[config.mk]
export PLATFORM = sky130hd
export DESIGN_NAME = pipeline_hazard_ctrl
export DESIGN_NICKNAME = d
export VERILOG_FILES = /design/src/rtl/pipeline_pkg.sv /design/src/rtl/pipeline_fwd_select.sv /design/src/rtl/pipeline_hazard_ctrl.sv
export SDC_FILE = /design/constraint.sdc
export NUM_CORES = 1
export LEC_CHECK = 0
export CORE_MARGIN = 2
export CORE_UTILIZATION = 40
export DETAILED_ROUTE_END_ITERATION = 7
export MAX_ROUTING_LAYER = met4
export PLACE_DENSITY = 0.77
export SYNTH_ARGS = -nofsm -noshare
export SYNTH_HDL_FRONTEND = slang
export SYNTH_SLANG_ARGS = --single-unit
[constraint.sdc]
create_clock -name clk -period 2.05 [get_ports clk]
set_input_delay 0.205 -clock clk [delete_from_list [all_inputs] [get_ports clk]]
set_output_delay 0.205 -clock clk [all_outputs]
set_load 0.02 [all_outputs]
[src/rtl/pipeline_pkg.sv]
// Shared types and constants for the Kaiserlake pipeline hazard controller.
package pipeline_pkg;

    typedef enum logic [1:0] {
        RUN    = 2'd0,
        LSTALL = 2'd1,
        HALT   = 2'd2
    } hazard_state_t;

    typedef logic [1:0] fwd_sel_t;

    localparam fwd_sel_t FWD_REG = 2'd0;
    localparam fwd_sel_t FWD_S3  = 2'd1;
    localparam fwd_sel_t FWD_S4  = 2'd2;
    localparam fwd_sel_t FWD_WB  = 2'd3;

    localparam int USE_RM = 2;
    localparam int USE_RN = 1;
    localparam int USE_RD = 0;

endpackage

[src/rtl/pipeline_fwd_select.sv]
// Per-operand forwarding select and load-use hazard detection.
module pipeline_fwd_select
    import pipeline_pkg::*;
(
    input  logic       used,
    input  logic [2:0] num,
    input  logic       write_2out,
    input  logic [2:0] writenum_2out,
    input  logic       write_3out,
    input  logic [2:0] writenum_3out,
    input  logic       write_out,
    input  logic [2:0] writenum_out,
    input  logic       loads_2out,
    input  logic       load_in_s4,
    output fwd_sel_t   sel,
    output logic       hz2,
    output logic       hz3
);

    logic m2;
    logic m3;
    logic mw;

    assign m2 = used && write_2out && (writenum_2out == num);
    assign m3 = used && write_3out && (writenum_3out == num);
    assign mw = used && write_out  && (writenum_out  == num);

    // Youngest producer wins; loads cannot forward until writeback.
    always_comb begin
        sel = FWD_REG;
        if (m2 && !loads_2out) begin
            sel = FWD_S3;
        end else if (m3 && !load_in_s4) begin
            sel = FWD_S4;
        end else if (mw) begin
            sel = FWD_WB;
        end else begin
            sel = FWD_REG;
        end
    end

    assign hz2 = m2 && loads_2out;
    assign hz3 = m3 && load_in_s4 && !(m2 && !loads_2out);

endmodule

[src/rtl/pipeline_hazard_ctrl.sv]
// Hazard/sequencing controller: forwarding, load-use stalls, branch flush, halt.
module pipeline_hazard_ctrl
    import pipeline_pkg::*;
#(
    parameter int CNT_W = 16
) (
    input  logic             clk,
    input  logic             rst,
    input  logic [2:0]       used_RmRnRd_1out,
    input  logic [2:0]       num_Rm_1out,
    input  logic [2:0]       num_Rn_1out,
    input  logic [2:0]       num_Rd_1out,
    input  logic             write_2out,
    input  logic [2:0]       writenum_2out,
    input  logic             write_3out,
    input  logic [2:0]       writenum_3out,
    input  logic             write_out,
    input  logic [2:0]       writenum_out,
    input  logic             loads_2out,
    input  logic             branch_taken_in,
    input  logic             halt_in,
    output logic             update_1in,
    output logic [4:1]       rst_p,
    output logic [1:0]       fwd_Rm_sel,
    output logic [1:0]       fwd_Rn_sel,
    output logic [1:0]       fwd_Rd_sel,
    output logic             pc_hold,
    output logic             pc_redirect,
    output logic             halted,
    output logic [CNT_W-1:0] stall_cycles
);

    hazard_state_t    state_q, state_d;
    logic             load_in_s4_q, load_in_s4_d;
    logic [CNT_W-1:0] stall_cnt_q, stall_cnt_d;
    logic [2:0]       hz2_v, hz3_v;
    logic             hz2, hz3;

    pipeline_fwd_select u_fwd_rm (
        .used(used_RmRnRd_1out[USE_RM]), .num(num_Rm_1out),
        .write_2out(write_2out), .writenum_2out(writenum_2out),
        .write_3out(write_3out), .writenum_3out(writenum_3out),
        .write_out(write_out), .writenum_out(writenum_out),
        .loads_2out(loads_2out), .load_in_s4(load_in_s4_q),
        .sel(fwd_Rm_sel), .hz2(hz2_v[USE_RM]), .hz3(hz3_v[USE_RM])
    );

    pipeline_fwd_select u_fwd_rn (
        .used(used_RmRnRd_1out[USE_RN]), .num(num_Rn_1out),
        .write_2out(write_2out), .writenum_2out(writenum_2out),
        .write_3out(write_3out), .writenum_3out(writenum_3out),
        .write_out(write_out), .writenum_out(writenum_out),
        .loads_2out(loads_2out), .load_in_s4(load_in_s4_q),
        .sel(fwd_Rn_sel), .hz2(hz2_v[USE_RN]), .hz3(hz3_v[USE_RN])
    );

    pipeline_fwd_select u_fwd_rd (
        .used(used_RmRnRd_1out[USE_RD]), .num(num_Rd_1out),
        .write_2out(write_2out), .writenum_2out(writenum_2out),
        .write_3out(write_3out), .writenum_3out(writenum_3out),
        .write_out(write_out), .writenum_out(writenum_out),
        .loads_2out(loads_2out), .load_in_s4(load_in_s4_q),
        .sel(fwd_Rd_sel), .hz2(hz2_v[USE_RD]), .hz3(hz3_v[USE_RD])
    );

    assign hz2 = |hz2_v;
    assign hz3 = |hz3_v;

    // Next-state and stage control; halt beats branch, branch beats a load stall.
    always_comb begin
        state_d     = state_q;
        update_1in  = 1'b1;
        rst_p       = 4'b0000;
        pc_hold     = 1'b0;
        pc_redirect = 1'b0;
        case (state_q)
            RUN, LSTALL: begin
                if (halt_in) begin
                    rst_p   = 4'b0011;
                    state_d = HALT;
                end else if (branch_taken_in) begin
                    rst_p       = 4'b0011;
                    pc_redirect = 1'b1;
                    state_d     = RUN;
                end else if ((state_q == LSTALL) || hz2 || hz3) begin
                    update_1in = 1'b0;
                    rst_p      = 4'b0010;
                    pc_hold    = 1'b1;
                    state_d    = ((state_q == RUN) && hz2) ? LSTALL : RUN;
                end else begin
                    state_d = RUN;
                end
            end
            HALT: begin
                update_1in = 1'b0;
                rst_p      = 4'b0010;
                pc_hold    = 1'b1;
                state_d    = HALT;
            end
            default: begin
                state_d = RUN;
            end
        endcase
    end

    // Saturating stall counter, frozen while halted.
    always_comb begin
        stall_cnt_d = stall_cnt_q;
        if (pc_hold && (state_q != HALT) && (stall_cnt_q != {CNT_W{1'b1}})) begin
            stall_cnt_d = stall_cnt_q + CNT_W'(1);
        end else begin
            stall_cnt_d = stall_cnt_q;
        end
    end

    // S3/S4 never stall, so the S2-out load flag is the load now in S4 next cycle.
    assign load_in_s4_d = loads_2out && write_2out;

    // State registers with synchronous reset.
    always_ff @(posedge clk) begin
        if (rst) begin
            state_q      <= RUN;
            load_in_s4_q <= 1'b0;
            stall_cnt_q  <= {CNT_W{1'b0}};
        end else begin
            state_q      <= state_d;
            load_in_s4_q <= load_in_s4_d;
            stall_cnt_q  <= stall_cnt_d;
        end
    end

    assign halted       = (state_q == HALT);
    assign stall_cycles = stall_cnt_q;

endmodule

==> results of run 1 <==
## synth_stat cells (all sizes together) (4+ instances only)
cell type and instances:
nor2b 7, nand3 9, xor2 15, nand4 9
xnor2 12, o31ai 7, o21ai 4, mux2 6
buf 6, nand2 14, dfxtp 19, inv 4
nor4 5, or4 8, a21oi 13, nor2 17
## path summary, 6_finish.rpt
kind                          end  slack [ps]
setup / recovery       update_1in         -60
hold / removal       load_in_s4_q         380
setup reg to reg  stall_cycles[3]          80
hold reg to reg   stall_cycles[4]         520
## repair_timing
item | 4_1_cts | 5_1_grt
hold endpoints to repair | 0 | 0
endpoints found under the setup margin | 25 | 18
buffers inserted | 16 | 3
gates resized for setup | 130 | 31
pin swaps | 16 | 20
gates cloned | 1 | 0
## critical path: stages
cell	delay, ps
buf_6	100
xor2_1	150
or4_4	540
o22ai_4	210
a211oi_4	100
buf_12	140
buf_12	120
o21ai_4	150
inv_1	60
buf_6	130
## metrics by stage
step	setup TNS [ps]	total power [mW]	setup slack (ps)	hold WS [ps]	utilization [%]
3_5_place_dp	-14720	0.674	-778	500	65.6
4_1_cts	-51.7	0.981	-51.7	440	74.6
2_1_floorplan	-40.8	0.514	-40.8	353	-
6_report	-71.4	0.996	-60.5	381	75.8
5_1_grt	-302	1.04	-99.5	395	75.8
3_3_place_gp	-13770	0.669	-719	478	65.6
## metal layers
| layer | track usage (%) | up-vias | routed length (µm) |
|---|---|---|---|
| met5 | - | - | 0 |
| met4 | 5.99 | 0 | 61 |
| met3 | 3.94 | 6 | 285 |
| met2 | 42.6 | 65 | 2730 |
| met1 | 32.9 | 901 | 2200 |
| li1 | - | 913 | - |
## flip-flops by register name, indices dropped and copies added (netlist names)
register,count
state_q,2
load_in_s4_q,1
stall_cycles,16
## cell type report
type	count	area, µm²
Clock buffer	3	41.3
Clock inverter	1	5.00
Fill cell	265	880
Tap cell	48	60.1
Multi-Input combinational cell	161	1290
Inverter	4	15.0
Timing Repair Buffer	110	960
Sequential cell	19	383
## where the power goes
group / switching, mW / leakage (nW) / internal, mW
registers: 0.00169 / 0.154 / 0.372
clock network: 0.130 / 0.0255 / 0.135
logic: 0.175 / 0.980 / 0.183
total: 0.306 / 1.16 / 0.690
## kinds of logic after synthesis
family                   Yosys count
flip-flops                        19
buffers and inverters             12
XOR/XNOR                          27
adder cells (fa/ha/maj)            1
multiplexers                       6
AO/OA/AOI/OAI                     37
AND/OR/NAND/NOR                   88
other                              1
## placed cells by master, fill, tap and decap left out, types with 7 or more instances in the layout
cell | netlist | routed
nor2_1 | 16 | 16
xor2_1 | 15 | 13
buf_2 | 2 | 14
nand4_1 | 9 | 9
buf_6 | 1 | 7
clkdlybuf4s50_1 | 0 | 26
nand2_1 | 14 | 14
nor2b_1 | 7 | 7
dfxtp_1 | 19 | 17
a21oi_1 | 13 | 10
nand3_1 | 9 | 9
buf_4 | 2 | 50
==> impl_metrics.csv, run 1 <==
group,metric,value,unit
run_status,status,"finished with violations",
run_status,violations,"negative setup slack",
floorplan,core_area,0.00363,mm²
drt,vias_per_cell,5.45,
worst_setup_path,r2r_start,"stall_cycles[3]",
floorplan,fp.dieW,65.4,µm
floorplan,dieArea,0.00428,mm²
clock_tree,numCtsBuffers,3,
worst_setup_path,critPathCaptureType,"output port",
synthesis,yosys.area.top_type,"dfxtp_1",
worst_setup_path,critical_path_required,1850,ps
synthesis,netlist_instances,191,
place,place.port_buffers,56,
synthesis,ys_top_cells_by_area,"dfxtp_1 (25%), xor2_1 (8.7%), xnor2_1 (7.0%), mux2_1 (4.5%), a21oi_1 (4.3%)",
global_route,grt_pass1_wl,8290,µm
global_route,overflow,0,
global_route,grt_pass1_vias,1816,
synthesis,synth-compound-area-share,16.9,%
synthesis,yosysWarnings,0,
worst_setup_path,rr_worst_depth,9,
synthesis,synth_top_cell_area_share,25.2,%
clock_tree,cts_sinks,19,
global_route,grt_antenna_before_repair,0,
sta,setup_viol,3,
global_route,grt_use_total,25.6,%
sta,setup_slack,-60.5,ps
layout,finalInstanceArea,0.00275,mm²
layout,antenna_cells,0,
synthesis,synth_mux_area_share,4.47,%
synthesis,async_reset_ff_share,0,%
worst_setup_path,crit_arrival,1910,ps
layout,drive_gt1_share,40.9,%
sta,period_needed,2110,ps
drt,wl_per_cell,15.2,µm
synthesis,yosys_register_bits,19,
worst_setup_path,worstPathMaxFanout,3,
synthesis,synth_top_family_by_area,"simple AND/OR/NAND/NOR gates",
power_and_ir_drop,peakVddDrop,0.000349,V
clock_tree,path_clk_slew,80,ps
drt,totalWireLength,5270,µm
clock_tree,cts_max_level,1,
layout,finalNetCount,329,
clock_tree,cts_tree,"yes",
min_path,hold_path.startpoint,"write_2out",
synthesis,ys_types,45,
synthesis,synth_xor_area_share,15.7,%
drt,drc,0,
synthesis,synth_fa_ha_area_share,0.829,%
layout,instances_no_fill,346,
sta,worst_pin_slew,660,ps
power_and_ir_drop,p_per_area,362,mW/mm²
worst_setup_path,critPathLaunchType,"input pin",
job,cap_viol_max_count,0,
min_path,hold_depth,4,
sta,fmax,474,MHz
global_route,grt_max_degree,18,
sta,slew-limit-headroom,55.9,%
power_and_ir_drop,leakage,1.16,nW
sta,hold_viol_final,0,
synthesis,yosysSeqAreaShare,25.2,%
drt,vias,1885,
clock_tree,holdBufCountCts,0,
drt,drt_iter0_drc,95,
drt,ant_nets,0,
synthesis,ys.flop_type,"dfxtp_1",
synthesis,yosys.area_share.simple,32.6,%
synthesis,synth_edf_count,0,
min_path,hold_path_class,"in -> reg",
floorplan,num_rows,22,
place,placed_area,0.00238,mm²
synthesis,avgSynthCellArea,7.91,µm²
sta,rsz0062_at_grt,"true",
place,dpl.cell_count,322,
drt,first_pass_iters,4,
layout,area_growth,82.4,%
clock_tree,ctsLongestPathBuffers,2,
floorplan,die_height,65.4,µm
place,dp_hpwl,3600,µm
floorplan,io_pins,59,
synthesis,syn_area,0.00151,mm²
clock_tree,ctsRootBufferMaster,"clkbuf_8",
sta,finalCritPeriodShare,103,%
place,gp_congestion,0.946,
worst_setup_path,worst-setup-path-type,"in -> out",
clock_tree,clkLatencyLatePin,260,ps
sta,fin_skew,6.04,ps
floorplan,initial_utilization,41.6,%
worst_setup_path,crit_start,"writenum_3out[1]",
sta,finalMaxSlewViolations,0,
(Power assumes the default switching activity.)
==> run 2, diff against run 1 <==
- CAP_MARGIN: unset -> 40
==> results of run 2 <==
Same layout as run 1: the final DEF is identical, and so are final timing and power.
==> run 3, diff against run 2 <==
- REMOVE_ABC_BUFFERS: unset -> 1
==> run 3 against run 2 <==
  * The run still ends with negative setup slack left
  * Final area is 5.9% lower
  * Critical path depth down 1
  * Die area did not move
  * Flip-flop and latch count did not move
  * Global-route usage fell by 1.4 points
  * Highest routed layer unchanged
==> impl_metrics.csv, run 3 (same netlist as run 1, synthesis figures left out) <==
group,metric,value,unit
global_route,grt_use_total,24.3,%
global_route,grt_pass1_wl,8050,µm
place,gp_congestion,0.909,
sta,finalCritPeriodShare,102,%
sta,rsz0062_at_grt,"true",
clock_tree,cts_tree,"yes",
global_route,grt_pass1_vias,1740,
layout,finalInstanceArea,0.00259,mm²
worst_setup_path,rr_worst_depth,7,
job,cap_viol_max_count,0,
sta,fmax,476,MHz
global_route,grt_antenna_before_repair,0,
place,place.port_buffers,56,
drt,drc,0,
layout,fillCellCount,275,
run_status,status,"finished with violations",
global_route,grt_max_degree,25,
sta,finalMaxSlewViolations,0,
worst_setup_path,cp_cell_sequence,"clkdlybuf4s15_1 > xor2_1 > or4_4 > o22ai_4 > a211oi_2 > buf_4 > buf_12 > or4_4 > a21oi_2",
clock_tree,holdBufCountCts,0,
worst_setup_path,worstPathMaxFanout,6,
layout,drive_gt1_share,35.1,%
layout,area_growth,71.6,%
floorplan,num_rows,22,
floorplan,initial_utilization,41.6,%
drt,wl_per_cell,15.0,µm
power_and_ir_drop,switching_power,0.288,mW
sta,timing.hold.ws,486,ps
clock_tree,path_clk_slew,70,ps
layout,seq_area,382,µm²
power_and_ir_drop,clockPowerShare,27.4,%
worst_setup_path,critPathLaunchType,"input pin",
worst_setup_path,worst-setup-path-type,"in -> reg",
layout,antenna_cells,0,
clock_tree,clkLatencyLatePin,250,ps
drt,ant_nets,0,
place,placed_area,0.00236,mm²
sta,setup_slack,-50.2,ps
power_and_ir_drop,switching_share,30.1,%
clock_tree,numCtsBuffers,3,
worst_setup_path,max_stage_delay,510,ps
drt,vias,1787,
drt,vias_per_cell,5.37,
worst_setup_path,critical_path_required,2240,ps
floorplan,fp.dieW,65.4,µm
floorplan,dieArea,0.00428,mm²
power_and_ir_drop,seq_power_share,39.0,%
power_and_ir_drop,p_int,0.669,mW
power_and_ir_drop,leakage,1.10,nW
place,dp_hpwl,3550,µm
sta,period_needed,2100,ps
clock_tree,cts_max_level,1,
floorplan,die_height,65.4,µm
layout,final_common_cell,"buf_4",
drt,first_pass_iters,4,
sta,fin_skew,2.26,ps
clock_tree,cts_sinks,19,
global_route,overflow,0,
drt,totalWireLength,5000,µm
sta,hold_viol_final,0,
worst_setup_path,cp_slowest_cell,"or4_4",
power_and_ir_drop,p_per_area,370,mW/mm²
clock_tree,ctsLongestPathBuffers,2,
layout,final_cell_mix,"buf_4 (39), clkdlybuf4s50_1 (26), dfxtp_1 (18)",
floorplan,core_area,0.00363,mm²
min_path,hold_path_class,"in -> reg",
layout,largest_reg_flops,16,
power_and_ir_drop,p_comb_share,33.6,%
floorplan,io_pins,59,
worst_setup_path,critPathCaptureType,"flop",
drt,drt_iter0_drc,145,
worst_setup_path,path_common_cell,"or4_4",
sta,setup_viol,5,
min_path,hold_depth,4,
layout,multiInputGateArea,0.00126,mm²
run_status,violations,"negative setup slack",
clock_tree,ctsRootBufferMaster,"clkbuf_8",
layout,finalNetCount,316,
worst_setup_path,crit_arrival,2290,ps
power_and_ir_drop,peakVddDrop,0.000220,V
run 3: cell count changes in the layout (fill, tap and decap cells not counted), moves of 4 or more:
| cell | before | now |
|---|---|---|
| buf_4 | 50 | 39 |
| buf_2 | 14 | 8 |
| dlygate4sd2_1 | 3 | 8 |
| clkbuf_2 | 3 | 7 |
run 3: layer usage:
| layer | global-route usage, % | share of wire (%) |
|---|---|---|
| met5 | - | 0 |
| met4 | 7.55 | 1.6 |
| met3 | 2.05 | 3.9 |
| met2 | 41.6 | 51 |
| met1 | 30.3 | 43 |
run 3: stage by stage:
stage               setup WS [ps]  std cells  power [mW]  utilization (%)  setup TNS, ps
floorplan                    -304        184       0.497                -          -2230
global placement             -711        323       0.671             65.0         -12670
detailed placement           -750        323       0.674             65.0         -13380
CTS                         -23.2        333       0.937             69.3          -79.6
global route                -66.2        333        1.01             71.3           -333
finish                      -50.2        333       0.958             71.3           -132
run 3: cell type report:
cell class / instances / share of cell area, %
clock buffer: 4 / 1.74
timing repair buffer: 97 / 32.1
inverter: 4 / 0.579
multi-input combinational: 161 / 48.6
tap: 48 / 2.32
sequential: 19 / 14.7
run 3: critical path, delay by kind of cell:
kind	cells	cell delay [ps]
XOR/XNOR	1	150
AO/OA/AOI/OAI	3	390
buffers and inverters	3	510
AND/OR/NAND/NOR	2	1020
run 3: path summary, 6_finish.rpt:
kind / startpoint / endpoint / slack, ps
max: num_Rm_1out[0] / stall_cycles[3] / -50
min: write_2out / load_in_s4_q / 490
max reg2reg: stall_cycles[4] / stall_cycles[13] / 110
min reg2reg: stall_cycles[4] / stall_cycles[4] / 530
run 3: timing repair:
item / in CTS / in global routing
gates resized for setup: 101 / 32
pin swaps: 22 / 6
endpoints found under the setup margin: 25 / 19
hold endpoints to repair: 0 / 0
buffers inserted: 5 / 0
gates cloned: 1 / 0
run 3: power by group through the flow:
| stage | Combinational, mW | Clock, mW | Sequential (mW) |
|---|---|---|---|
| after floorplan | 0.112 | 0 | 0.384 |
| after global placement | 0.289 | 0 | 0.382 |
| after detailed placement | 0.292 | 0 | 0.382 |
| after CTS | 0.302 | 0.261 | 0.373 |
| after global routing | 0.346 | 0.289 | 0.373 |
| final | 0.322 | 0.262 | 0.373 |
